--- src/rtl/pipe_hazard_ctrl.sv ---
// Hazard, flush and forwarding control for the 5-stage MIPS pipeline, with a mult/div busy tracker.
// Optional performance counters are enabled by defining PIPE_HAZARD_CTRL_PERF_EN.
module pipe_hazard_ctrl #(
    parameter int unsigned MD_LATENCY = 32
) (
    input  logic       clk,
    input  logic       rst,
    input  logic [4:0] rs_d,
    input  logic [4:0] rt_d,
    input  logic [4:0] rs_e,
    input  logic [4:0] rt_e,
    input  logic [4:0] write_reg_e,
    input  logic [4:0] write_reg_m,
    input  logic [4:0] write_reg_w,
    input  logic       reg_write_e,
    input  logic       reg_write_m,
    input  logic       reg_write_w,
    input  logic       mem_to_reg_e,
    input  logic       mem_to_reg_m,
    input  logic       branch_d,
    input  logic       pc_src_d,
    input  logic       jump_d,
    input  logic       md_start_e,
    input  logic       md_read_d,
    output logic       enable_f,
    output logic       enable_d,
    output logic       clr_d,
    output logic       clr_e,
    output logic       fwd_a_d,
    output logic       fwd_b_d,
    output logic [1:0] fwd_a_e,
    output logic [1:0] fwd_b_e,
    output logic       md_busy
`ifdef PIPE_HAZARD_CTRL_PERF_EN
    ,
    output logic [31:0] stall_cnt,
    output logic [31:0] flush_cnt
`endif
);

    localparam logic [7:0] MD_LOAD = 8'(MD_LATENCY);

    logic [7:0] md_cnt_r;
    logic       md_busy_s;
    logic       lw_stall_s;
    logic       br_stall_s;
    logic       md_stall_s;
    logic       stall_s;
    logic       flush_s;
    logic [1:0] fwd_a_e_s;
    logic [1:0] fwd_b_e_s;

    // Register zero is hardwired, so it never creates a dependency.
    function automatic logic reg_match(input logic [4:0] a, input logic [4:0] b);
        return (a != 5'd0) && (a == b);
    endfunction

    function automatic logic [1:0] alu_fwd(input logic [4:0] src);
        logic [1:0] sel;
        if (reg_write_m && reg_match(src, write_reg_m)) begin
            sel = 2'b10;
        end else if (reg_write_w && reg_match(src, write_reg_w)) begin
            sel = 2'b01;
        end else begin
            sel = 2'b00;
        end
        return sel;
    endfunction

    assign md_busy_s = (md_cnt_r != 8'd0);

    // Hazard detection and raw forwarding selects.
    always_comb begin
        lw_stall_s = mem_to_reg_e && (reg_match(rt_e, rs_d) || reg_match(rt_e, rt_d));
        br_stall_s = branch_d &&
                     ((reg_write_e && (reg_match(write_reg_e, rs_d) || reg_match(write_reg_e, rt_d))) ||
                      (mem_to_reg_m && (reg_match(write_reg_m, rs_d) || reg_match(write_reg_m, rt_d))));
        md_stall_s = md_read_d && (md_busy_s || md_start_e);
        stall_s    = lw_stall_s || br_stall_s || md_stall_s;
        flush_s    = (pc_src_d || jump_d) && !stall_s;
        fwd_a_e_s  = alu_fwd(rs_e);
        fwd_b_e_s  = alu_fwd(rt_e);
    end

    // Output drive; reset holds the pipeline frozen and cleared.
    always_comb begin
        enable_f = 1'b0;
        enable_d = 1'b0;
        clr_d    = 1'b1;
        clr_e    = 1'b1;
        fwd_a_d  = 1'b0;
        fwd_b_d  = 1'b0;
        fwd_a_e  = 2'b00;
        fwd_b_e  = 2'b00;
        md_busy  = 1'b0;
        if (rst) begin
            enable_f = 1'b0;
            enable_d = 1'b0;
        end else begin
            enable_f = !stall_s;
            enable_d = !stall_s;
            clr_d    = flush_s;
            clr_e    = stall_s;
            fwd_a_d  = reg_write_m && reg_match(rs_d, write_reg_m);
            fwd_b_d  = reg_write_m && reg_match(rt_d, write_reg_m);
            fwd_a_e  = fwd_a_e_s;
            fwd_b_e  = fwd_b_e_s;
            md_busy  = md_busy_s;
        end
    end

    // Mult/div busy counter; a new issue always restarts the count.
    always_ff @(posedge clk or posedge rst) begin
        if (rst) begin
            md_cnt_r <= 8'd0;
        end else if (md_start_e) begin
            md_cnt_r <= MD_LOAD;
        end else if (md_cnt_r != 8'd0) begin
            md_cnt_r <= md_cnt_r - 8'd1;
        end else begin
            md_cnt_r <= md_cnt_r;
        end
    end

`ifdef PIPE_HAZARD_CTRL_PERF_EN
    // Stall and flush event counters, free-running with natural wrap.
    always_ff @(posedge clk or posedge rst) begin
        if (rst) begin
            stall_cnt <= 32'd0;
            flush_cnt <= 32'd0;
        end else begin
            stall_cnt <= stall_s ? (stall_cnt + 32'd1) : stall_cnt;
            flush_cnt <= flush_s ? (flush_cnt + 32'd1) : flush_cnt;
        end
    end
`endif

endmodule

--- config.mk ---
export PLATFORM = sky130hd
export DESIGN_NAME = pipe_hazard_ctrl
export DESIGN_NICKNAME = d
export VERILOG_FILES = /design/src/rtl/pipe_hazard_ctrl.sv
export SDC_FILE = /design/constraint.sdc
export NUM_CORES = 1
export LEC_CHECK = 0
export CAP_MARGIN = 20
export CORE_UTILIZATION = 38
export CTS_BUF_LIST = sky130_fd_sc_hd__clkbuf_4
export DETAILED_ROUTE_END_ITERATION = 10
export PLACE_DENSITY = 0.8
export SLEW_MARGIN = 5
export SYNTH_ARGS = -nofsm -noshare
export SYNTH_HDL_FRONTEND = slang
export SYNTH_SLANG_ARGS = --single-unit
--- constraint.sdc ---
create_clock -name clk -period 2.9 [get_ports clk]
set_clock_uncertainty 0.1 [all_clocks]
set_input_delay 0.725 -clock clk [delete_from_list [all_inputs] [get_ports clk]]
set_output_delay 0.725 -clock clk [all_outputs]
set_load 0.01 [all_outputs]
; Yosys cells after proc, flatten, opt, wreduce, memory -nomap -nowiden
; Cells that the tools add are included.
[totals]
regBits = 8
word_cells = 69
[classes]
add_sub_neg = 1
eq_ne = 12
n_mux = 14
reduce_logical = 41
[ops]
columns = cell, n
row1 = == test 5 bit, 12
row2 = nonzero test 5 bit, 6
row3 = logical AND 1 bit, 24
row4 = two-way mux 8 bit, 2
row5 = logical OR 1 bit, 8
row6 = two-way mux 1 bit, 8
row7 = two-way mux 2 bit, 4
row8 = nonzero test 8 bit, 1
row9 = "subtractor 8 x 1 -> 8 bit, second input constant", 1
row10 = nonzero test 2 bit, 1
row11 = logical NOT 1 bit, 1

; Longest topological paths before layout
; Gate-level depths: netlist (run 1).
[depth]
word_depth = 11
depth_mapped = 7
depth_no_buf = 7

; Worst setup path after synthesis (run 1)
; No wires, ideal clock.
[synth_path]
kind = in2out
from = input port write_reg_m[1]
to = output port enable_f
arrival_time_ns = 2.378
setup_slack_ns = -0.303
cell_stages = 6
path_buffers = 2
cell_sequence = clkbuf_1 or4_1 o211ai_1 a21oi_1 nor4_1 buf_4
[synth_via]
elab_chain_cells = 10
word_cells_on_any_way = 13
classes_between = eq/ne: 2 / mux: 1 / reduce/logical: 10
[synth_lines]
columns = item, line
row1 = start: declaration, 13  ; input logic [4:0] write_reg_m,
row2 = == test 5 bit / nonzero test 5 bit (equally long branches), 55  ; return (a != 5'd0) && (a == b);
row3 = logical AND 1 bit, 55
row4 = logical OR 1 bit (*), 77  ; (mem_to_reg_m && (reg_match(write_reg_m, rs_d) || reg_match(write_reg_m, rt_d))));
row5 = logical AND 1 bit (*), 77
row6 = logical OR 1 bit (*), 76  ; ((reg_write_e && (reg_match(write_reg_e, rs_d) || reg_match(write_reg_e, rt_d))) ||
row7 = logical AND 1 bit (*), 75  ; br_stall_s = branch_d &&
row8 = logical OR 1 bit (*) (2 in series), 79  ; stall_s = lw_stall_s || br_stall_s || md_stall_s;
row9 = logical NOT 1 bit (*), n/a
row10 = two-way mux 1 bit (*), n/a
row11 = end: declaration, 25  ; output logic enable_f,
; Every way passes the cells marked *; elsewhere a longest branch is shown, timed or not.

; Final worst setup path (run 1)
[layout_path]
from = input port write_reg_m[4]
to = output port clr_e
[layout_via]
elab_chain_cells = 9
word_cells_on_any_way = 12
classes_between = eq/ne: 2 / mux: 1 / reduce/logical: 9
[layout_lines]
columns = item, line
row1 = == test 5 bit / nonzero test 5 bit (equally long branches), 55
row2 = logical AND 1 bit, 55
row3 = logical OR 1 bit (*), 77
row4 = logical AND 1 bit (*), 77
row5 = logical OR 1 bit (*), 76
row6 = logical AND 1 bit (*), 75
row7 = logical OR 1 bit (*) (2 in series), 79
row8 = two-way mux 1 bit (*), 96  ; if (rst) begin
row9 = end: declaration, 28  ; output logic clr_e,
; Marks and branches as above.

==> flow_metrics.env, run 1 <==
export IMPL_ys_ff_latch=8
export IMPL_whs_path_depth=3
export IMPL_vias_per_cell=5.18
export IMPL_syn_inst=157
export IMPL_areaGrowthSynthToFinish_pct=87.6
export IMPL_stdcell_count=303
export IMPL_root_buffer="clkbuf_4"
export IMPL_critPathKind="in -> out"
export IMPL_holdPathEnd="md_cnt_r[5]"
export IMPL_crit_path_top_delay_cell="or4_4"
export IMPL_drive_gt1_share_pct=45.2
export IMPL_final_setup_viol_count=4
export IMPL_crit_required_ns=2.08
export IMPL_r2r_start="md_cnt_r[0]"
export IMPL_largest_register_ffs=8
export IMPL_grt_overflow_total=0
export IMPL_min_from="md_cnt_r[5]"
export IMPL_yosysSeqAreaShare_pct=16.8
export IMPL_post_place_ws_ns=-0.925
export IMPL_end_kind="primary output"
export IMPL_boundaryPins=58
export IMPL_cp_start_kind="input pin"
export IMPL_r2r_slack_ns=0.74
export IMPL_drv_slew=0
export IMPL_p_per_area_mw_per_mm2=375
export IMPL_die_h_um=58.1
export IMPL_synth_edf_count=0
export IMPL_timing_slew_headroom_pct=38.5
export IMPL_rows=19
export IMPL_cts_buffers=3
export IMPL_antenna_left=0
export IMPL_status="finished, violations left"
export IMPL_cp_arrival_ns=2.35
export IMPL_die_w_um=58.1
export IMPL_firstDrtPassIters=4
export IMPL_fin_util_pct=77.9
export IMPL_dr_first_iter_drc_count=40
export IMPL_crit_start="write_reg_m[4]"
export IMPL_maxCapViolCount=0
export IMPL_grt_pass1_vias=1664
export IMPL_synth_ff_type="dfrtp_1"
export IMPL_num_vias=1571
export IMPL_cts_tree="done"
export IMPL_hpwl_um=3580
export IMPL_gp_congestion=0.918
export IMPL_synth_commonest_cells="xnor2_1, xor2_1, nor2_1"
export IMPL_crit_path_cell_trace="buf_6 > or4_4 > o211ai_1 > a21oi_2 > or4_4 > buf_6"
export IMPL_async_flop_share_pct=100
export IMPL_core_area_mm2=0.00288
export IMPL_grt_use_total_pct=28.1
export IMPL_r2r_cells=5
export IMPL_worstMarginPinSlew_ns=0.899
export IMPL_nets=311
export IMPL_netlist_area_leader_share_pct=19.8
export IMPL_cts_sinks=8
export IMPL_largestRegisters="md_cnt_r (8)"
export IMPL_ctsLongestPathBuffers=2
export IMPL_grt_pass1_wl_um=7130
export IMPL_dp_cells=294
export IMPL_diodes=0
export IMPL_avgSynthCellArea_um2=7.61
export IMPL_r2r_end="md_cnt_r[5]"
export IMPL_wl_per_cell_um=15.2
export IMPL_clk_latency_ns=0.26
export IMPL_port_buffers=57
export IMPL_syn_nets=205
export IMPL_largest_register="md_cnt_r"
export IMPL_worstPathMaxFanout=3
export IMPL_period_share_pct=110
export IMPL_hold_class="reg -> reg"
export IMPL_synth_area_leaders="xnor2_1, xor2_1, dfrtp_1, nor2_1, or4_1"
export IMPL_finalHoldViolations=0
export IMPL_clk_pin_slew_ns=0.05
export IMPL_cts_hold_fix_buffers=0
export IMPL_synth_area_mm2=0.00119
export IMPL_synthDistinctLibCells=34
export IMPL_initial_core_util_pct=41.5
export IMPL_dieArea_mm2=0.00337
export IMPL_drcViolationCount=0
export IMPL_max_stage_delay_ns=0.54
export IMPL_yosysWarnings=0
export IMPL_violations="negative setup slack"
export IMPL_p_leak_nw=0.981
export IMPL_routed_wl_um=4610
export IMPL_finalWorstSetupSlack_ns=-0.276
export IMPL_irDropWorstVdd_v=0.000450
export IMPL_cts_max_level=1
export IMPL_antenna_found_initial=0
export IMPL_rsz0062_at_grt="true"
export IMPL_synth_area_leader_cell="xnor2_1"
export IMPL_fmax_mhz=315
export IMPL_grt_start_max_net_pins=9
export IMPL_layout_min_cycle_time_ns=3.18
[metrics by stage]
step                      area (um2)  TNS [ns]  total power [W]  hold WS, ns
after floorplan                 1250    -0.145         0.000446        0.413
after global placement          2180     -6.98         0.000671        0.506
after detailed placement        2180     -7.25         0.000702        0.515
after CTS                       2240    -0.520         0.000827        0.531
after global routing            2240    -0.928         0.000908        0.563
final                           2240    -0.570         0.000841        0.530
[cell usage in the layout (no fill, tap or decap), types with 2 or more instances in the layout]
master	n
a21oi_2	2
and2_1	2
buf_2	15
buf_4	51
buf_6	8
clkbuf_2	11
clkbuf_4	3
clkdlybuf4s15_1	3
clkdlybuf4s50_1	15
dfrtp_1	8
dlygate4sd2_1	8
inv_2	2
nand2_1	4
nand3_1	4
nand4_1	4
nor2_1	14
nor2_2	3
nor2_4	2
nor3_1	8
nor4_1	3
nor4_4	3
o211ai_1	2
or4_1	2
or4_4	6
xnor2_1	27
xor2_1	27
[where the power goes]
group          internal, W  switching, W   total, W  leakage [nW]
clock network    0.0000475     0.0000397  0.0000872        0.0138
registers         0.000151     0.0000220   0.000173         0.102
logic             0.000321      0.000261   0.000581         0.865
total             0.000519      0.000322   0.000841         0.981
[metal layers]
layer  track usage, %  part of all wire, %  vias up
met5                0                    0        -
met4             9.52                  2.8        0
met3             5.58                  6.0       15
met2             55.2                   54       68
met1             29.2                   38      739
li1                 -                    -      749
[what timing repair did]
| item | in CTS | in global routing |
|---|---|---|
| gates resized for setup | 133 | 27 |
| endpoints found under the setup margin | 11 | 11 |
| buffers inserted | 5 | 2 |
| pin swaps | 28 | 17 |
[kinds of logic (layout without fill, tap and decap cells)]
family / Yosys count / in the layout / synth area share (%)
AO/OA/AOI/OAI: 13 / 13 / 7.33
XOR/XNOR: 54 / 54 / 39.6
adder cells (fa/ha/maj): 1 / 1 / 1.05
buffers and inverters: 15 / 119 / 5.13
flip-flops: 8 / 8 / 16.8
multiplexers: 1 / 1 / 0.838
AND/OR/NAND/NOR: 65 / 65 / 29.3
[worst max-delay path by stage]
| stage | endpoint | slack (ns) | cells past startpoint |
|---|---|---|---|
| 6_report | clr_e | -0.28 | 6 |
| 5_1_grt | clr_e | -0.32 | 6 |
| 4_1_cts | clr_e | -0.24 | 5 |
| 3_5_place_dp | clr_e | -0.93 | 6 |
| 3_3_place_gp | clr_e | -0.90 | 6 |
| 2_1_floorplan | clr_e | -0.1 | 5 |
[area by class of cell]
class                   instances  area (um2)
repair buffers                113         877
well taps                      42        52.6
inverters                       3        11.3
fillers                       190         634
multi-input cells             134        1080
clock buffers                   3        22.5
flip-flops and latches          8         200
[worst max-delay path, delay by kind of cell]
family | cells | cell delay (ns)
buffers and inverters | 2 | 0.22
AOI/OAI and AO/OA | 2 | 0.34
and+or+nand+nor | 2 | 1.06
(Power assumes the default switching activity.)
==> run 2: changes to the inputs <==
--- a/config.mk
+++ b/config.mk
@@ -9,7 +9,7 @@
 export CORE_UTILIZATION = 38
 export CTS_BUF_LIST = sky130_fd_sc_hd__clkbuf_4
 export DETAILED_ROUTE_END_ITERATION = 10
-export PLACE_DENSITY = 0.8
+export PLACE_DENSITY = 0.79
 export SLEW_MARGIN = 5
 export SYNTH_ARGS = -nofsm -noshare
 export SYNTH_HDL_FRONTEND = slang
==> flow_metrics.env, run 2 (same netlist as run 1, synthesis figures left out) <==
export IMPL_grt_pass1_wl_um=7940
export IMPL_final_cell_mix="buf_4, xnor2_1, xor2_1"
export IMPL_critPathKind="reg -> out"
export IMPL_regArea_um2=200
export IMPL_num_vias=1623
export IMPL_power_switching_w=0.000339
export IMPL_r2r_start="md_cnt_r[0]"
export IMPL_drv_slew=0
export IMPL_multiInputGateArea_mm2=0.00108
export IMPL_status="finished, violations left"
export IMPL_clk_latency_ns=0.26
export IMPL_areaGrowthSynthToFinish_pct=91.8
export IMPL_root_buffer="clkbuf_4"
export IMPL_grt_pass1_vias=1771
export IMPL_drive_gt1_share_pct=46.0
export IMPL_ctsLongestPathBuffers=2
export IMPL_port_buffers=57
export IMPL_wl_per_cell_um=16.1
export IMPL_die_h_um=58.1
export IMPL_diodes=0
export IMPL_intPower_w=0.000533
export IMPL_p_per_area_mw_per_mm2=381
export IMPL_comb_power_share_pct=69.7
export IMPL_p_clk_share_pct=10.1
export IMPL_timing_slew_headroom_pct=36.7
export IMPL_r2r_cells=5
export IMPL_gp_congestion=0.963
export IMPL_grt_start_max_net_pins=9
export IMPL_die_w_um=58.1
export IMPL_dp_cells=295
export IMPL_clk_pin_slew_ns=0.05
export IMPL_core_area_mm2=0.00288
export IMPL_whs_path_depth=3
export IMPL_cts_buffers=3
export IMPL_r2r_end="md_cnt_r[7]"
export IMPL_dieArea_mm2=0.00337
export IMPL_irDropWorstVdd_v=0.000391
export IMPL_tns_ns=-0.680
export IMPL_largest_register_ffs=8
export IMPL_holdPathEnd="md_cnt_r[5]"
export IMPL_cp_start_kind="flip-flop"
export IMPL_end_kind="primary output"
export IMPL_final_common_cell="buf_4"
export IMPL_rsz0062_at_grt="true"
export IMPL_hold_class="reg -> reg"
export IMPL_maxCapViolCount=0
export IMPL_hpwl_um=3790
export IMPL_largest_register="md_cnt_r"
export IMPL_cts_sinks=8
export IMPL_layout_min_cycle_time_ns=3.17
export IMPL_antenna_left=0
export IMPL_fmax_mhz=315
export IMPL_cp_arrival_ns=2.35
export IMPL_largestRegisters="md_cnt_r (8)"
export IMPL_p_total_w=0.000872
export IMPL_antenna_found_initial=0
export IMPL_boundaryPins=58
export IMPL_grt_overflow_total=0
export IMPL_firstDrtPassIters=5
export IMPL_cts_hold_fix_buffers=0
export IMPL_rows=19
export IMPL_finalHoldViolations=0
export IMPL_crit_required_ns=2.08
export IMPL_final_setup_viol_count=4
export IMPL_grt_use_total_pct=30.9
export IMPL_violations="negative setup slack"
export IMPL_routed_wl_um=4940
export IMPL_initial_core_util_pct=41.5
export IMPL_finalWorstSetupSlack_ns=-0.271
export IMPL_cts_tree="done"
export IMPL_nets=315
export IMPL_worstMarginPinSlew_ns=0.926
export IMPL_swShare_pct=38.9
export IMPL_stdcell_count=307
export IMPL_drcViolationCount=0
export IMPL_cts_max_level=1
export IMPL_n_fill_cell=175
export IMPL_worstPathMaxFanout=2
export IMPL_r2r_slack_ns=0.64
export IMPL_period_share_pct=109
export IMPL_seqPwrFrac_pct=20.1
export IMPL_vias_per_cell=5.29
export IMPL_p_leak_nw=1.01
export IMPL_min_from="md_cnt_r[5]"
export IMPL_dr_first_iter_drc_count=47
-- run 2: cell types whose count changed in the layout (fill, tap and decap cells not counted), moves of 2 or more --
cell      previous run  this run
buf_2               15        17
clkbuf_2            11         6
buf_4               51        55
buf_6                8        10
-- run 2: final cells by class --
cell class	instances	area share (%)
Sequential cell	8	8.73
Clock buffer	3	0.983
Inverter	3	0.491
Timing Repair Buffer	117	40.4
Tap cell	42	2.29
Multi-Input combinational cell	134	47.1
-- run 2: metal layers --
layer,routed length [um],GRT usage [%],share of wire (%),vias to the layer above
met2,2750,60.8,56,75
li1,-,-,-,759
met1,1760,31.1,36,771
met3,268,6.47,5.4,18
met4,159,12.2,3.2,0
met5,0,0,0,-
-- run 2: worst max-delay path by stage --
stage,slack [ns],end,depth (start not counted),from
final,-0.27,clr_e,7,md_cnt_r[1]
after floorplan,-0.1,clr_e,5,rt_e[4]
after CTS,-0.24,clr_e,6,write_reg_e[4]
after global routing,-0.31,clr_e,7,md_cnt_r[1]
after global placement,-0.90,clr_e,6,write_reg_m[1]
after detailed placement,-0.92,clr_e,6,rt_e[4]
-- run 2: through the flow --
stage	hold WS [ns]	util, %	worst slack, ns	area [um2]
after CTS	0.539	78.6	-0.237	2260
after global placement	0.503	75.9	-0.901	2180
after detailed placement	0.524	75.9	-0.920	2180
final	0.542	79.7	-0.271	2290
after global routing	0.595	79.7	-0.306	2290
after floorplan	0.413	-	-0.0968	1250
-- run 2: worst max-delay path, stage by stage, from the launching register on --
cell	delay (ns)
dfrtp_1	0.39
inv_2	0.09
ha_4	0.14
or3b_4	0.38
o31a_1	0.28
or2_4	0.26
or4_4	0.42
buf_6	0.13
-- run 2: power by group through the flow --
stage               clock (W)  combinational [W]  sequential (W)
floorplan                   0           0.000264        0.000182
global placement            0           0.000504        0.000169
detailed placement          0           0.000535        0.000172
CTS                 0.0000900           0.000576        0.000173
global route        0.0000996           0.000662        0.000178
finish              0.0000882           0.000608        0.000176
-- run 2: timing repair --
item / 4_1_cts / 5_1_grt
pin swaps: 31 / 15
buffers inserted: 8 / 2
setup endpoints to repair: 11 / 11
resized for setup: 144 / 25
==> run 3: changes to the inputs <==
--- a/config.mk
+++ b/config.mk
@@ -5,6 +5,7 @@
 export SDC_FILE = /design/constraint.sdc
 export NUM_CORES = 1
 export LEC_CHECK = 0
+export ABC_AREA = 0
 export CAP_MARGIN = 20
 export CORE_UTILIZATION = 38
 export CTS_BUF_LIST = sky130_fd_sc_hd__clkbuf_4
==> results of run 3 <==
Same layout as run 2: the final DEF is identical, and so are final timing and power.
